## src/rtl/lut_sweeper_pkg.sv

```systemverilog
// lut_sweeper_pkg
//   Shared definitions for the LUT sweeper: controller state encoding and
//   the legal range of the input-count parameter N_IN.
package lut_sweeper_pkg;

  localparam int N_IN_MIN = 1;
  localparam int N_IN_MAX = 8;

  typedef enum logic [1:0] {
    IDLE  = 2'd0,
    SWEEP = 2'd1,
    DONE  = 2'd2
  } state_t;

endpackage

```

## src/rtl/lut_sweeper_if.sv

```systemverilog
// lut_sweeper_if
//   Bundles the configuration, evaluation and sweep signals of lut_sweeper.
//   Parameter N_IN sets the input-vector width; truth tables are 2**N_IN bits.
//   Modports:
//     slave  - the lut_sweeper side (consumes cfg/eval/start, drives results)
//     master - the user side (drives cfg/eval/start, observes results)
interface lut_sweeper_if #(
  parameter int N_IN = 3
);

  logic                 cfg_we;
  logic [2**N_IN-1:0]   cfg_tt;
  logic [N_IN-1:0]      eval_in;
  logic                 eval_y;
  logic                 start;
  logic                 busy;
  logic                 done;
  logic [N_IN-1:0]      sweep_idx;
  logic [2**N_IN-1:0]   sweep_tt;
  logic [N_IN:0]        ones_cnt;

  modport slave (
    input  cfg_we, cfg_tt, eval_in, start,
    output eval_y, busy, done, sweep_idx, sweep_tt, ones_cnt
  );

  modport master (
    output cfg_we, cfg_tt, eval_in, start,
    input  eval_y, busy, done, sweep_idx, sweep_tt, ones_cnt
  );

endinterface

```

## src/rtl/lut_core.sv

```systemverilog
// lut_core
//   Truth-table storage for an N_IN-input boolean function.
//   Ports:
//     clk, rst  - clock, asynchronous active-high reset (table <= RESET_TT)
//     we, wdata - table write strobe and new table contents
//     idx, y    - live index and its registered table output (1-cycle latency)
//     ridx, rbit- combinational read port used by the sweep controller
module lut_core #(
  parameter int                 N_IN     = 3,
  parameter logic [2**N_IN-1:0] RESET_TT = 8'h3F
) (
  input  logic                 clk,
  input  logic                 rst,
  input  logic                 we,
  input  logic [2**N_IN-1:0]   wdata,
  input  logic [N_IN-1:0]      idx,
  output logic                 y,
  input  logic [N_IN-1:0]      ridx,
  output logic                 rbit
);

  logic [2**N_IN-1:0] table_q;
  logic               y_q;

  always_ff @(posedge clk or posedge rst) begin
    if (rst) begin
      table_q <= RESET_TT;
      y_q     <= 1'b0;
    end else begin
      if (we) begin
        table_q <= wdata;
      end
      // Reads the table as it stood before this edge's write.
      y_q <= table_q[idx];
    end
  end

  assign y    = y_q;
  assign rbit = table_q[ridx];

endmodule

```

## src/rtl/lut_sweeper.sv

```systemverilog
// lut_sweeper
//   Programmable N_IN-input lookup table with a registered live output and an
//   exhaustive sweep engine that walks every index, captures the table and
//   counts its true minterms.
//   Ports:
//     clk - clock, all state updates on the rising edge
//     rst - asynchronous active-high reset
//     bus - lut_sweeper_if.slave: cfg_we/cfg_tt (table write, IDLE only),
//           eval_in/eval_y (live evaluation), start/busy/done (sweep control),
//           sweep_idx/sweep_tt/ones_cnt (sweep results)
module lut_sweeper
  import lut_sweeper_pkg::*;
#(
  parameter int                 N_IN     = 3,
  parameter logic [2**N_IN-1:0] RESET_TT = 8'h3F
) (
  input  logic         clk,
  input  logic         rst,
  lut_sweeper_if.slave bus
);

  localparam int TT_W = 2**N_IN;
  localparam logic [N_IN-1:0] IDX_ONE  = 1;
  localparam logic [N_IN-1:0] IDX_LAST = '1;

  if (N_IN < N_IN_MIN || N_IN > N_IN_MAX) begin : g_bad_n_in
    $error("lut_sweeper: N_IN out of range");
  end

  state_t            state_q, state_d;
  logic [N_IN-1:0]   idx_q, idx_d;
  logic [TT_W-1:0]   tt_q, tt_d;
  logic [N_IN:0]     cnt_q, cnt_d;
  logic              tbl_we;
  logic              sweep_bit;

  // Writes land only in IDLE; a write together with start still lands, and
  // the sweep reads the new table because it begins on the following edge.
  assign tbl_we = bus.cfg_we && (state_q == IDLE);

  lut_core #(
    .N_IN     (N_IN),
    .RESET_TT (RESET_TT)
  ) u_core (
    .clk   (clk),
    .rst   (rst),
    .we    (tbl_we),
    .wdata (bus.cfg_tt),
    .idx   (bus.eval_in),
    .y     (bus.eval_y),
    .ridx  (idx_q),
    .rbit  (sweep_bit)
  );

  always_ff @(posedge clk or posedge rst) begin
    if (rst) begin
      state_q <= IDLE;
      idx_q   <= '0;
      tt_q    <= '0;
      cnt_q   <= '0;
    end else begin
      state_q <= state_d;
      idx_q   <= idx_d;
      tt_q    <= tt_d;
      cnt_q   <= cnt_d;
    end
  end

  always_comb begin
    state_d = state_q;
    idx_d   = idx_q;
    tt_d    = tt_q;
    cnt_d   = cnt_q;
    unique case (state_q)
      IDLE: begin
        if (bus.start) begin
          state_d = SWEEP;
          idx_d   = '0;
          tt_d    = '0;
          cnt_d   = '0;
        end
      end
      SWEEP: begin
        tt_d[idx_q] = sweep_bit;
        // N_IN+1 bits hold the full 2**N_IN count, so no saturation needed.
        cnt_d = cnt_q + {{N_IN{1'b0}}, sweep_bit};
        // Natural N_IN-bit wrap returns the index to 0 on the last step.
        idx_d = idx_q + IDX_ONE;
        if (idx_q == IDX_LAST) begin
          state_d = DONE;
        end
      end
      DONE: begin
        state_d = IDLE;
      end
      default: begin
        state_d = IDLE;
      end
    endcase
  end

  assign bus.busy      = (state_q == SWEEP);
  assign bus.done      = (state_q == DONE);
  assign bus.sweep_idx = idx_q;
  assign bus.sweep_tt  = tt_q;
  assign bus.ones_cnt  = cnt_q;

endmodule

```

## src/flat_wrapper.sv

```systemverilog
// flat-port wrapper written by rule: the top's interface ports become plain ports
module lut_sweeper_flat import lut_sweeper_pkg::*;
#(
  parameter int                 N_IN     = 3,
  parameter logic [2**N_IN-1:0] RESET_TT = 8'h3F
)
  (clk, rst, bus_cfg_we, bus_cfg_tt, bus_eval_in, bus_start, bus_eval_y, bus_busy, bus_done, bus_sweep_idx, bus_sweep_tt, bus_ones_cnt);
  lut_sweeper_if #(.N_IN(N_IN)) bus_i ();
  input  logic clk;
  input  logic rst;
  input wire logic [$bits(bus_i.cfg_we)-1:0] bus_cfg_we;
  input wire logic [$bits(bus_i.cfg_tt)-1:0] bus_cfg_tt;
  input wire logic [$bits(bus_i.eval_in)-1:0] bus_eval_in;
  input wire logic [$bits(bus_i.start)-1:0] bus_start;
  output wire logic [$bits(bus_i.eval_y)-1:0] bus_eval_y;
  output wire logic [$bits(bus_i.busy)-1:0] bus_busy;
  output wire logic [$bits(bus_i.done)-1:0] bus_done;
  output wire logic [$bits(bus_i.sweep_idx)-1:0] bus_sweep_idx;
  output wire logic [$bits(bus_i.sweep_tt)-1:0] bus_sweep_tt;
  output wire logic [$bits(bus_i.ones_cnt)-1:0] bus_ones_cnt;
  assign bus_i.cfg_we = bus_cfg_we;
  assign bus_i.cfg_tt = bus_cfg_tt;
  assign bus_i.eval_in = bus_eval_in;
  assign bus_i.start = bus_start;
  assign bus_eval_y = bus_i.eval_y;
  assign bus_busy = bus_i.busy;
  assign bus_done = bus_i.done;
  assign bus_sweep_idx = bus_i.sweep_idx;
  assign bus_sweep_tt = bus_i.sweep_tt;
  assign bus_ones_cnt = bus_i.ones_cnt;
  lut_sweeper #(.N_IN(N_IN), .RESET_TT(RESET_TT)) u_core (.clk(clk), .rst(rst), .bus(bus_i));
endmodule
```

## config.mk

```make
export PLATFORM = sky130hd
export DESIGN_NAME = lut_sweeper_flat
export DESIGN_NICKNAME = d
export VERILOG_FILES = /design/src/rtl/lut_sweeper_pkg.sv /design/src/rtl/lut_sweeper_if.sv /design/src/rtl/lut_core.sv /design/src/rtl/lut_sweeper.sv /design/src/flat_wrapper.sv
export SDC_FILE = /design/constraint.sdc
export NUM_CORES = 1
export LEC_CHECK = 0
export CORE_ASPECT_RATIO = 1.4
export CORE_MARGIN = 2
export CORE_UTILIZATION = 35
export CTS_BUF_LIST = sky130_fd_sc_hd__clkbuf_8
export DETAILED_ROUTE_END_ITERATION = 6
export HOLD_SLACK_MARGIN = 0.15
export PLACE_DENSITY_LB_ADDON = 0.3
export SYNTH_ARGS = -nofsm -noshare
export SYNTH_HDL_FRONTEND = slang
export SYNTH_SLANG_ARGS = --single-unit
```

## constraint.sdc

```tcl
create_clock -name clk -period 2.4 [get_ports clk]
set_clock_uncertainty 0.05 [all_clocks]
set_input_delay 0.24 -clock clk [delete_from_list [all_inputs] [get_ports clk]]
set_output_delay 0.24 -clock clk [all_outputs]
set_load 0.05 [all_outputs]
```

==> impl_metrics.yaml, run 1 <==
logic_synthesis:
  synth_adder_area_share_pct: 3.82
  synth_compound_area_share_pct: 4.96
  synth_top_family_by_area: "multiplexers"
  syn_area_mm2: 0.00131
  yosys.area_share.simple_pct: 11.4
  ys_types: 26
  synthCells: 99
  synth_seq_area_share_pct: 50.2
  synth.area.mux_share_pct: 24.6
  synth.ff_latch_count: 26
  synthXorXnorAreaFrac_pct: 0
  synth_area_per_cell_um2: 13.2
  postSynthNetCount: 118
  ys_warn_count: 0
hold_path:
  hold_path_class: "input pin to async pin"
sta:
  rsz0062_at_grt: "false"
  maxSlewViolCount: 0
  fin_crit_ns: 2.24
  tns_ns: 0
  setup_viol: 0
  maxSlewHeadroom_pct: 61.3
  worstMarginPinSlew_ns: 0.579
  max_freq_mhz: 447
  final_hold_viol_count: 0
  finalCritPeriodShare_pct: 93.2
layout:
  synthToLayoutAreaGrowth_pct: 28.7
  fin_nets: 151
  num_antenna_cells: 0
  finalInstanceArea_mm2: 0.00169
  drive_gt1_share_pct: 23.7
  final_core_util_pct: 46.7
setup_path:
  timing.rr.end: "u_core.bus.ones_cnt[2]"
  path_cells: "and2b_2 > clkdlybuf4s50_1"
  arrival_ns: 1.95
  worstSetupPathType: "flip-flop to primary output"
  crit_family: "buffers and inverters"
  cpMaxStageDelayCell: "clkdlybuf4s50_1"
  r2r_slack_ns: 0.18
  critPathCapture: "bus_busy"
  rr_worst_depth: 7
  startpoint: "u_core.state_q[1]"
  critPathLaunchType: "flip-flop"
  path_depth: 2
  crit_path_end_kind: "primary output"
  cp_num_buf_inv: 1
  crit_required_ns: 2.11
  path_max_fanout: 11
  slowest_delay_ns: 0.83
  reg2reg_from: "u_core.bus.sweep_idx[0]"
cts:
  clock_path_buffers: 2
  cts.hold.buffers_added: 0
  clkLatencyLatePin_ns: 0.27
  clockRootBuffer: "clkbuf_8"
  htreeDepth: 1
  cts_tree: "yes"
  post_cts_resized: 0
  numCtsBuffers: 3
  clk_pin_slew_ns: 0.08
  cts_sinks: 26
  cts_setup_buffers: 0
global_routing:
  grt_max_degree: 27
  grt-ovfl-total: 0
  grt_first_pass_wirelength_um: 4300
  grt.total_usage_pct: 13.0
  grt_pass1_vias: 908
  antenna_found_initial: 0
detailed_routing:
  wire_per_inst_um: 14.8
  drc_errors: 0
  ant_nets: 0
  first_pass_iters: 3
  vias: 901
  finalWirelength_um: 2560
  drtIter0Drc: 9
  vias_per_cell: 5.21
outcome:
  status: "complete, no violations"
floorplan:
  ios: 33
  rows: 26
  die_x_um: 55.7
  fp.dieH_um: 76.4
  core_area_mm2: 0.00361
  start_util_pct: 36.3
  die_area_mm2: 0.00426
pwr:
  max-vdd-ir-drop_mv: 0.746
  p_total_mw: 2.59
  p_per_area_mw_per_mm2: 1530
  p_leak_nw: 0.749
run:
  drv_cap: 0
placed_design:
  place_area_mm2: 0.00164
  io_buffers: 32
  dp_hpwl_um: 1900
  gp_congestion: 0.723
==> state kept, by name (all words and copies together) (netlist names) <==
| signal | count |
|---|---|
| u_core.state_q | 2 |
| u_core.bus.sweep_idx | 3 |
| u_core.u_core.y | 1 |
| u_core.u_core.table_q | 8 |
| u_core.bus.sweep_tt | 8 |
| u_core.bus.ones_cnt | 4 |
==> cell usage after synthesis <==
cell,count,area share (%)
nand4b_1,2,1.3
ha_1,4,3.8
buf_2,1,0.38
o21bai_1,1,0.57
mux2_2,12,10
nor3b_2,1,0.95
nand3b_1,2,1.1
or3b_2,1,0.67
mux2i_1,12,9.2
dfstp_2,6,12
a21oi_1,1,0.38
a22o_1,6,4.0
inv_1,2,0.57
and2_1,1,0.48
buf_6,2,1.7
clkbuf_1,1,0.29
nand2_1,9,2.6
mux4_2,3,5.2
nor2_1,3,0.86
clkbuf_8,2,2.1
nand3_1,3,1.1
dfrtp_1,20,38
nand4_1,1,0.48
and2b_2,1,0.67
nor2b_1,1,0.48
nor3b_1,1,0.57
==> worst min-delay path, cell delays in order <==
cell,delay [ns]
clkdlybuf4s50_1,0.40
inv_1,0.05
buf_4,0.30
==> where the power goes <==
group | switching (mW) | total, mW | internal [mW]
Combinational | 0.795 | 1.44 | 0.644
Clock | 0.137 | 0.252 | 0.115
Sequential | 0.220 | 0.899 | 0.679
==> stage by stage <==
stage / instances / hold slack [ns] / setup slack (ns)
after CTS: 173 / 0.286 / 0.154
after global placement: 169 / 0.470 / 0.263
final: 173 / 0.271 / 0.163
after global routing: 173 / 0.297 / 0.0781
after floorplan: 99 / 0.225 / 0.0328
after detailed placement: 169 / 0.475 / 0.184
==> layer usage <==
metal / vias to the layer above / GRT usage (%) / share of wire (%)
li1: 427 / - / -
met5: - / 0 / 0
met1: 448 / 15.1 / 43
met3: 5 / 2.38 / 4.0
met4: 0 / 7.32 / 2.3
met2: 21 / 22.0 / 51
==> cell usage in the layout (no fill, tap or decap) <==
| cell type | instances |
|---|---|
| clkdlybuf4s50_1 | 32 |
| dfrtp_1 | 18 |
| mux2i_1 | 12 |
| mux2_2 | 12 |
| nand2_1 | 9 |
| a22o_1 | 6 |
| dfstp_2 | 6 |
| ha_1 | 4 |
| mux4_2 | 3 |
| nor2_1 | 3 |
| nand3_1 | 3 |
| inv_1 | 3 |
| clkbuf_8 | 3 |
| nand3b_1 | 2 |
| nand4b_1 | 2 |
| buf_4 | 2 |
| dfrtp_2 | 2 |
| or3b_2 | 1 |
| nor3b_1 | 1 |
| and2b_2 | 1 |
| o21bai_1 | 1 |
| nor3b_2 | 1 |
| nor2b_1 | 1 |
| and2_1 | 1 |
| a21oi_1 | 1 |
| nand4_1 | 1 |
==> cell families after synthesis <==
family	Yosys count
flops	26
mux	27
simple gates	26
buf+inv	8
compound gates	8
fa+ha+maj	4
==> worst min path at each step <==
stage | from | slack, ns | cells after the start | end
finish | rst | 0.27 | 3 | u_core.state_q[0]
global route | rst | 0.30 | 3 | u_core.bus.ones_cnt[2]
CTS | rst | 0.29 | 3 | u_core.bus.ones_cnt[2]
detailed placement | u_core.u_core.table_q[6] | 0.48 | 1 | u_core.u_core.table_q[6]
global placement | u_core.bus.sweep_tt[4] | 0.47 | 2 | u_core.bus.sweep_tt[4]
floorplan | rst | 0.23 | 1 | u_core.bus.ones_cnt[0]
==> final cells by class <==
class,instances,area (µm²)
fillers,360,1920
flip-flops and latches,26,661
multi-input cells,65,587
repair buffers,34,335
well taps,42,52.6
clock buffers,3,41.3
inverters,2,7.51
clock inverters,1,3.75
Note: power is estimated with default switching activity, not from simulation.
==> run 2: changes to the inputs <==
--- a/config.mk
+++ b/config.mk
@@ -12,6 +12,7 @@
 export DETAILED_ROUTE_END_ITERATION = 6
 export HOLD_SLACK_MARGIN = 0.15
 export PLACE_DENSITY_LB_ADDON = 0.3
+export SLEW_MARGIN = 5
 export SYNTH_ARGS = -nofsm -noshare
 export SYNTH_HDL_FRONTEND = slang
 export SYNTH_SLANG_ARGS = --single-unit
==> results of run 2 <==
Final layout, timing and power as in run 1 (identical DEF).
